### src/rtl/psum_acc_if.sv
// rtl/psum_acc_if.sv - psum input beats, result handshake and status between the pe and writeback
interface psum_acc_if #(
  parameter int BIT_WIDTH = 8,
  parameter int ACC_WIDTH = 32
);
  logic [2*BIT_WIDTH-1:0] i_psum;
  logic                   i_psum_vld;
  logic                   i_clr;
  logic [ACC_WIDTH-1:0]   o_acc;
  logic                   o_acc_sat;
  logic                   o_acc_vld;
  logic                   i_acc_rdy;
  logic                   o_busy;
  logic                   o_ovr_err;
  logic                   i_err_clr;

  modport master (
    output i_psum, i_psum_vld, i_clr, i_acc_rdy, i_err_clr,
    input  o_acc, o_acc_sat, o_acc_vld, o_busy, o_ovr_err
  );

  modport slave (
    input  i_psum, i_psum_vld, i_clr, i_acc_rdy, i_err_clr,
    output o_acc, o_acc_sat, o_acc_vld, o_busy, o_ovr_err
  );
endinterface

### src/rtl/psum_acc.sv
// rtl/psum_acc.sv - saturating ACC_LEN-beat partial-sum accumulator with a 2-entry show-ahead result FIFO
module psum_acc #(
  parameter int BIT_WIDTH = 8,
  parameter int ACC_WIDTH = 32,
  parameter int ACC_LEN   = 9
) (
  input  logic     clk,
  input  logic     rst,
  psum_acc_if.slave bus
);
  localparam int SW    = ACC_WIDTH + 1;
  localparam int CNT_W = (ACC_LEN > 1) ? $clog2(ACC_LEN) : 1;

  logic [CNT_W-1:0]     cnt;
  logic [ACC_WIDTH-1:0] acc;
  logic                 sat;

  logic [ACC_WIDTH-1:0] mem_acc [2];
  logic                 mem_sat [2];
  logic                 rd_ptr;
  logic                 wr_ptr;
  logic [1:0]           count;
  logic                 ovr_err;

  logic                 beat;
  logic                 first;
  logic                 last;
  logic [ACC_WIDTH-1:0] base;
  logic [SW-1:0]        sum_w;
  logic                 carry;
  logic [ACC_WIDTH-1:0] nxt_acc;
  logic                 nxt_sat;
  logic                 push;
  logic                 pop;
  logic                 full;
  logic                 empty;
  logic                 do_push;
  logic                 overrun;

  // The first beat of a result starts from zero, so the old acc never leaks in.
  always_comb begin
    beat    = bus.i_psum_vld & ~bus.i_clr;
    first   = (cnt == '0);
    last    = (cnt == CNT_W'(ACC_LEN - 1));
    base    = first ? '0 : acc;
    sum_w   = {1'b0, base} + SW'(bus.i_psum);
    carry   = sum_w[ACC_WIDTH];
    nxt_acc = carry ? {ACC_WIDTH{1'b1}} : sum_w[ACC_WIDTH-1:0];
    nxt_sat = carry | (sat & ~first);
    empty   = (count == 2'd0);
    full    = (count == 2'd2);
    pop     = ~empty & bus.i_acc_rdy;
    push    = beat & last;
    do_push = push & (~full | pop);
    overrun = push & full & ~pop;
  end

  always_ff @(posedge clk or negedge rst) begin
    if (!rst) begin
      cnt <= '0;
      acc <= '0;
      sat <= 1'b0;
    end else if (bus.i_clr) begin
      cnt <= '0;
    end else if (beat) begin
      acc <= nxt_acc;
      sat <= nxt_sat;
      cnt <= last ? '0 : cnt + 1'b1;
    end
  end

  // On push+pop while full, wr_ptr equals rd_ptr: the slot being popped is refilled.
  always_ff @(posedge clk or negedge rst) begin
    if (!rst) begin
      mem_acc[0] <= '0;
      mem_acc[1] <= '0;
      mem_sat[0] <= 1'b0;
      mem_sat[1] <= 1'b0;
      rd_ptr     <= 1'b0;
      wr_ptr     <= 1'b0;
      count      <= 2'd0;
    end else begin
      if (do_push) begin
        mem_acc[wr_ptr] <= nxt_acc;
        mem_sat[wr_ptr] <= nxt_sat;
        wr_ptr          <= ~wr_ptr;
      end
      if (pop) begin
        rd_ptr <= ~rd_ptr;
      end
      case ({do_push, pop})
        2'b10:   count <= count + 2'd1;
        2'b01:   count <= count - 2'd1;
        default: count <= count;
      endcase
    end
  end

  always_ff @(posedge clk or negedge rst) begin
    if (!rst) begin
      ovr_err <= 1'b0;
    end else if (overrun) begin
      ovr_err <= 1'b1;
    end else if (bus.i_err_clr) begin
      ovr_err <= 1'b0;
    end
  end

  assign bus.o_acc     = empty ? '0 : mem_acc[rd_ptr];
  assign bus.o_acc_sat = empty ? 1'b0 : mem_sat[rd_ptr];
  assign bus.o_acc_vld = ~empty;
  assign bus.o_busy    = (cnt != '0);
  assign bus.o_ovr_err = ovr_err;
endmodule
### src/flat_wrapper.sv
// flat-port wrapper written by rule: the top's interface ports become plain ports
module psum_acc_flat 
#(
  parameter int BIT_WIDTH = 8,
  parameter int ACC_WIDTH = 32,
  parameter int ACC_LEN   = 9
)
  (clk, rst, bus_i_psum, bus_i_psum_vld, bus_i_clr, bus_i_acc_rdy, bus_i_err_clr, bus_o_acc, bus_o_acc_sat, bus_o_acc_vld, bus_o_busy, bus_o_ovr_err);
  psum_acc_if #(.BIT_WIDTH(BIT_WIDTH), .ACC_WIDTH(ACC_WIDTH)) bus_i ();
  input  logic clk;
  input  logic rst;
  input wire logic [$bits(bus_i.i_psum)-1:0] bus_i_psum;
  input wire logic [$bits(bus_i.i_psum_vld)-1:0] bus_i_psum_vld;
  input wire logic [$bits(bus_i.i_clr)-1:0] bus_i_clr;
  input wire logic [$bits(bus_i.i_acc_rdy)-1:0] bus_i_acc_rdy;
  input wire logic [$bits(bus_i.i_err_clr)-1:0] bus_i_err_clr;
  output wire logic [$bits(bus_i.o_acc)-1:0] bus_o_acc;
  output wire logic [$bits(bus_i.o_acc_sat)-1:0] bus_o_acc_sat;
  output wire logic [$bits(bus_i.o_acc_vld)-1:0] bus_o_acc_vld;
  output wire logic [$bits(bus_i.o_busy)-1:0] bus_o_busy;
  output wire logic [$bits(bus_i.o_ovr_err)-1:0] bus_o_ovr_err;
  assign bus_i.i_psum = bus_i_psum;
  assign bus_i.i_psum_vld = bus_i_psum_vld;
  assign bus_i.i_clr = bus_i_clr;
  assign bus_i.i_acc_rdy = bus_i_acc_rdy;
  assign bus_i.i_err_clr = bus_i_err_clr;
  assign bus_o_acc = bus_i.o_acc;
  assign bus_o_acc_sat = bus_i.o_acc_sat;
  assign bus_o_acc_vld = bus_i.o_acc_vld;
  assign bus_o_busy = bus_i.o_busy;
  assign bus_o_ovr_err = bus_i.o_ovr_err;
  psum_acc #(.BIT_WIDTH(BIT_WIDTH), .ACC_WIDTH(ACC_WIDTH), .ACC_LEN(ACC_LEN)) u_core (.clk(clk), .rst(rst), .bus(bus_i));
endmodule
### config.mk
export PLATFORM = sky130hd
export DESIGN_NAME = psum_acc_flat
export DESIGN_NICKNAME = d
export VERILOG_FILES = /design/src/rtl/psum_acc_if.sv /design/src/rtl/psum_acc.sv /design/src/flat_wrapper.sv
export SDC_FILE = /design/constraint.sdc
export NUM_CORES = 1
export LEC_CHECK = 0
export BUFFER_PORTS_ARGS = -buffer_cell sky130_fd_sc_hd__buf_2
export CAP_MARGIN = 40
export CORE_ASPECT_RATIO = 1.4
export CORE_MARGIN = 2
export CORE_UTILIZATION = 50
export DETAILED_ROUTE_END_ITERATION = 6
export GPL_TIMING_DRIVEN = 0
export MAX_ROUTING_LAYER = met4
export PLACE_DENSITY = 0.67
export SKIP_CTS_REPAIR_TIMING = 1
export SKIP_LAST_GASP = 1
export SYNTH_ARGS = -nofsm -noshare
export SYNTH_HDL_FRONTEND = slang
export SYNTH_SLANG_ARGS = --single-unit
### constraint.sdc
create_clock -name clk -period 10.5 [get_ports clk]
set_input_delay 1.575 -clock clk [delete_from_list [all_inputs] [get_ports clk]]
set_output_delay 1.575 -clock clk [all_outputs]
set_load 0.05 [all_outputs]
# Yosys cells after proc, flatten, opt, wreduce, memory -nomap -nowiden
# Index checks and enable logic that the tools add are counted.
# op_classes
reduce_logical	8
muxes	22
eq_ne	4
bitwise	18
add_sub_neg	4
n_lt_le_gt_ge	3
# op_table
cell	count
32-bit two-way mux	7
64-bit bitwise mux	1
32-bit by 16-bit adder with 33-bit output	1
32-bit demux with 1-bit select	1
4-bit two-way mux	3
1-bit AND	7
1-bit two-way mux	7
1-bit NOT	7
2-bit nonzero test	3
4-bit by 1-bit adder with 4-bit output, second input constant	1
2-bit == test, second input constant	2
4-bit == test, second input constant	1
2-bit greater-or-equal comparator, second input constant	2
4-bit logical NOT	1
1-bit NOT with 2-bit output	2
2-bit one-hot mux with 2 select lines	1
4-bit nonzero test	1
2-bit by 1-bit adder with 2-bit output, second input constant	1
2-bit bitwise mux	1
2-bit by 1-bit == test with 1-bit output, second input constant	1
2-bit logical NOT	1
2-bit by 1-bit less-than comparator with 1-bit output, second input constant	1
1-bit OR	2
2-bit AND reduction	1
other kinds (3)	3
# totals
output_inout_bits	36
regBits	108
input_bits	22

# Depth between registers and ports, before layout
# depth
word_depth	7
ltp_mapped	17

# Least setup slack after synthesis
# OpenSTA, ideal clock, no wires.
# synth_path
path_kind	register -> register
start	register u_core.cnt[0]
end	register u_core.acc[29]
period_less_slack_ns	4.036
t_arrival_ns	3.910
t_required_ns	10.374
stages_incl_launch_ff	17
slack_ns	6.464
cell_sequence	dfrtp_1 inv_1 ha_1 nor3b_2 clkinv_1 clkbuf_1 clkbuf_1 and2_1 ha_1 fa_1 nand3_1 a21oi_1 o21ai_0 a21boi_4 nand2b_1 buf_4 a221o_1
# synth_between
elab_chain_len	4
# synth_lines
element	line	text
start, declared	psum_acc.sv:14	logic [CNT_W-1:0] cnt;
start signal, assigned	psum_acc.sv:68	cnt <= last ? '0 : cnt + 1'b1;
4-bit logical NOT	psum_acc.sv:43	first = (cnt == '0);
32-bit two-way mux	psum_acc.sv:45	base = first ? '0 : acc;
32-bit by 16-bit adder with 33-bit output	psum_acc.sv:46	sum_w = {1'b0, base} + SW'(bus.i_psum);
32-bit two-way mux	psum_acc.sv:48	nxt_acc = carry ? {ACC_WIDTH{1'b1}} : sum_w[ACC_WIDTH-1:0];
end signal, assigned	psum_acc.sv:66	acc <= nxt_acc;
end, declared	psum_acc.sv:15	logic [ACC_WIDTH-1:0] acc;
# No other way between the ends.
# A chain may end at the register's enable or synchronous reset.

# Worst setup path after layout
# layout_path
start	register u_core.cnt[0]
end	register u_core.mem_acc[54] (netlist name)
# layout_between
elab_chain_len	5
# layout_lines
element	line	text
4-bit logical NOT	psum_acc.sv:43	
32-bit two-way mux	psum_acc.sv:45	
32-bit by 16-bit adder with 33-bit output	psum_acc.sv:46	
32-bit two-way mux	psum_acc.sv:48	
64-bit bitwise mux	psum_acc.sv:84	mem_acc[wr_ptr] <= nxt_acc;
end signal, assigned by index	psum_acc.sv:84	
end, declared	psum_acc.sv:18	logic [ACC_WIDTH-1:0] mem_acc [2];
# Several ways; a longest one is shown, not always the timed one.

==> run_results.csv <==
group,metric,value,unit
status,outcome,"finished, final reports clean",
synth,synth_area_leaders,"dfrtp_1 (44%), mux2i_1 (6.3%), nor2_1 (5.3%)",
final_layout,nets,791,
power_and_ir_drop,power.density,175,mW/mm^2
synth,netlist.area_leader.share,43.8,%
clock_network,htree_levels,3,
final_layout,antenna_cells,0,
synth,synthCells,681,
routing,drc,0,
timing,min_period,4.98,ns
hold_path,worstHoldStart,"u_core.acc[13]",
synth,ys_top_cells_by_count,"dfrtp_1 (108), nor2_1 (87), nand2_1 (85)",
die,die_w,97.9,um
grt,grt_first_pass_wirelength,28300,um
clock_network,clock_latency,0.35,ns
synth,syn-num-nets,723,
timing,tightest_slew,0.850,ns
die,die_y,136,um
grt,track_usage,28.1,%
critical_path,path_class,"reg2reg",
timing,setup_ws,5.52,ns
grt,antenna_found_initial,0,
hold_path,holdPathStages,2,
final_layout,area_growth_syn_to_layout,12.6,%
power_and_ir_drop,cellLeakagePower,3.20,nW
routing,vias_per_cell,5.97,
die,start_util,50.7,%
placed_design,preCtsSetupSlack,5.57,ns
critical_path,cp_max_fo,10,
clock_network,cts_buffers,9,
critical_path,arrival,5.22,ns
clock_network,cts_max_path_buffers,2,
synth,syn_area_per_cell,9.07,sq um
critical_path,reg2regPathDepth,14,
synth,ys_seq_area_share,43.8,%
timing,rsz0062_at_grt,"false",
grt,grt_pass1_vias,5425,
routing,drt-wirelength-per-cell,19.4,um
routing,routed_wl,17500,um
die,coreArea,0.0122,sq mm
synth,synth_warnings,0,
synth,yosys.cell_types.count,63,
critical_path,r2r_slack,5.52,ns
synth,yosysTopAreaCell,"dfrtp_1",
final_layout,layout-drive-gt1-share,12.3,%
synth,synth_async_sr_flop_share,100,%
grt,grt_remaining_overflow,0,
synth,synth.most_common_cell,"dfrtp_1",
clock_network,cts.reportedPaths.clkPinSlew,0.08,ns
routing,ant_nets,0,
critical_path,r2r-end,"u_core.mem_acc[54]",
placed_design,place_hpwl,13200,um
timing,slew_headroom,43.4,%
critical_path,r2r_start,"u_core.cnt[0]",
placed_design,gp_congestion,0.942,
hold_path,hold_end,"u_core.acc[13]",
timing,fin_crit_sh,47.4,%
hold_path,hold_path_class,"reg2reg",
die,rows,48,
timing,finalHoldViolCount,0,
routing,vias,5397,
grt,grt_max_degree,61,
die,die-area,0.0133,sq mm
clock_network,numClockSinks,108,
routing,dr.pass1.iters,5,
timing,maxSlewViolCount,0,
timing,fin_skew,0.00917,ns
power_and_ir_drop,finalPower,1.21,mW
timing,fmax,201,MHz
placed_design,portBuffers,56,
timing,fin_tns_setup,0,ns
routing,drt-initial-drc-count,365,
critical_path,endpoint_kind,"flip-flop",
clock_network,cts_tree,"done",
critical_path,critPathLaunch,"u_core.cnt[0]",
synth,synth_edf_count,0,
timing,finalSetupViolations,0,
critical_path,critPathLaunchType,"flip-flop",
clock_network,cts_root_buf,"clkbuf_16",
synth,synth_top_flop_cell,"dfrtp_1",
synth,synth_area,0.00618,sq mm
critical_path,worstPathRequired,10.74,ns
final_layout,nFillCells,1149,
power_and_ir_drop,vdd_drop_max,0.0968,mV
synth,ys_ff_latch,108,
flow_run,drv_cap,0,
die,io_pins,58,
cell usage in the layout (no fill, tap or decap), types with 9 or more instances in the layout:
master,n
a21o_1,9
buf_2,61
a31oi_1,10
xnor2_1,15
xor2_1,10
clkbuf_1,28
inv_1,9
nand3_1,19
nand2_1,85
o21ai_0,62
a21oi_1,40
nor2_1,87
clkbuf_16,9
mux2i_1,39
ha_1,19
o22a_1,27
dfrtp_1,108
and2_1,20
power breakdown:
group / total (mW) / switching, mW / internal [mW]
registers: 0.474 / 0.0256 / 0.449
clock network: 0.327 / 0.162 / 0.165
logic: 0.413 / 0.284 / 0.129
total: 1.21 / 0.472 / 0.742
cell type report:
| type | count | area (sq um) | area share [%] |
|---|---|---|---|
| multi-input cells | 527 | 3280 | 47.1 |
| flip-flops and latches | 108 | 2700 | 38.9 |
| repair buffers | 57 | 310 | 4.46 |
| clock buffers | 11 | 233 | 3.35 |
| well taps | 150 | 188 | 2.70 |
| plain buffers | 36 | 161 | 2.32 |
| clock inverters | 5 | 45.0 | 0.648 |
| inverters | 10 | 37.5 | 0.540 |
routing by layer:
layer / part of all wire [%] / track usage, % / routed length, um / vias to the layer above
li1: - / - / - / 2566
met1: 39 / 32.0 / 6870 / 2621
met2: 51 / 47.7 / 8960 / 163
met3: 3.8 / 3.30 / 663 / 47
met4: 5.9 / 16.7 / 1040 / 0
met5: 0 / - / 0 / -
metrics by stage:
step           std cells  util [%]  hold slack [ns]  area, sq um
2_1_floorplan        681         -            0.442         6180
3_3_place_gp         887      54.5            0.457         6650
3_5_place_dp         888      54.8            0.465         6680
4_1_cts              904      57.0            0.482         6950
5_1_grt              904      57.0            0.507         6950
6_report             904      57.0            0.475         6950
cell families (layout without fill, tap and decap cells):
family / count (synthesis) / count (layout) / share of synthesized area, %
adder cells (fa/ha/maj): 20 / 20 / 4.17
multiplexers: 43 / 43 / 7.05
XOR/XNOR: 25 / 25 / 3.54
buffers and inverters: 46 / 119 / 3.22
flip-flops: 108 / 108 / 43.8
AO/OA/AOI/OAI: 185 / 185 / 19.3
AND/OR/NAND/NOR: 254 / 254 / 18.9
critical path, stage by stage, from the launching register on:
cell	delay, ns
dfrtp_1	0.42
inv_1	0.10
ha_1	0.21
nor3b_2	0.34
clkinv_1	0.30
clkbuf_1	0.31
clkbuf_1	0.30
and2_1	0.23
ha_1	0.35
a21oi_1	0.53
a21boi_0	0.58
nand2_1	0.29
nand2_1	0.30
o211ai_1	0.27
mux2_2	0.34
worst max-delay path by stage:
stage                               to  depth (start not counted)  slack, ns
CTS                 u_core.mem_acc[54]                         14       5.57
global route        u_core.mem_acc[54]                         14       5.16
global placement    u_core.mem_acc[22]                         14       5.62
detailed placement  u_core.mem_acc[54]                         14       5.57
floorplan               u_core.acc[29]                         16       6.46
finish              u_core.mem_acc[54]                         14       5.52
state kept, by name (all words and copies together), names as in the netlist:
signal	cells
u_core.rd_ptr	1
u_core.count	2
u_core.wr_ptr	1
u_core.mem_sat	2
u_core.mem_acc	64
u_core.cnt	4
u_core.acc	32
u_core.bus.o_ovr_err	1
u_core.sat	1
Power figures use the tool's default switching activity.
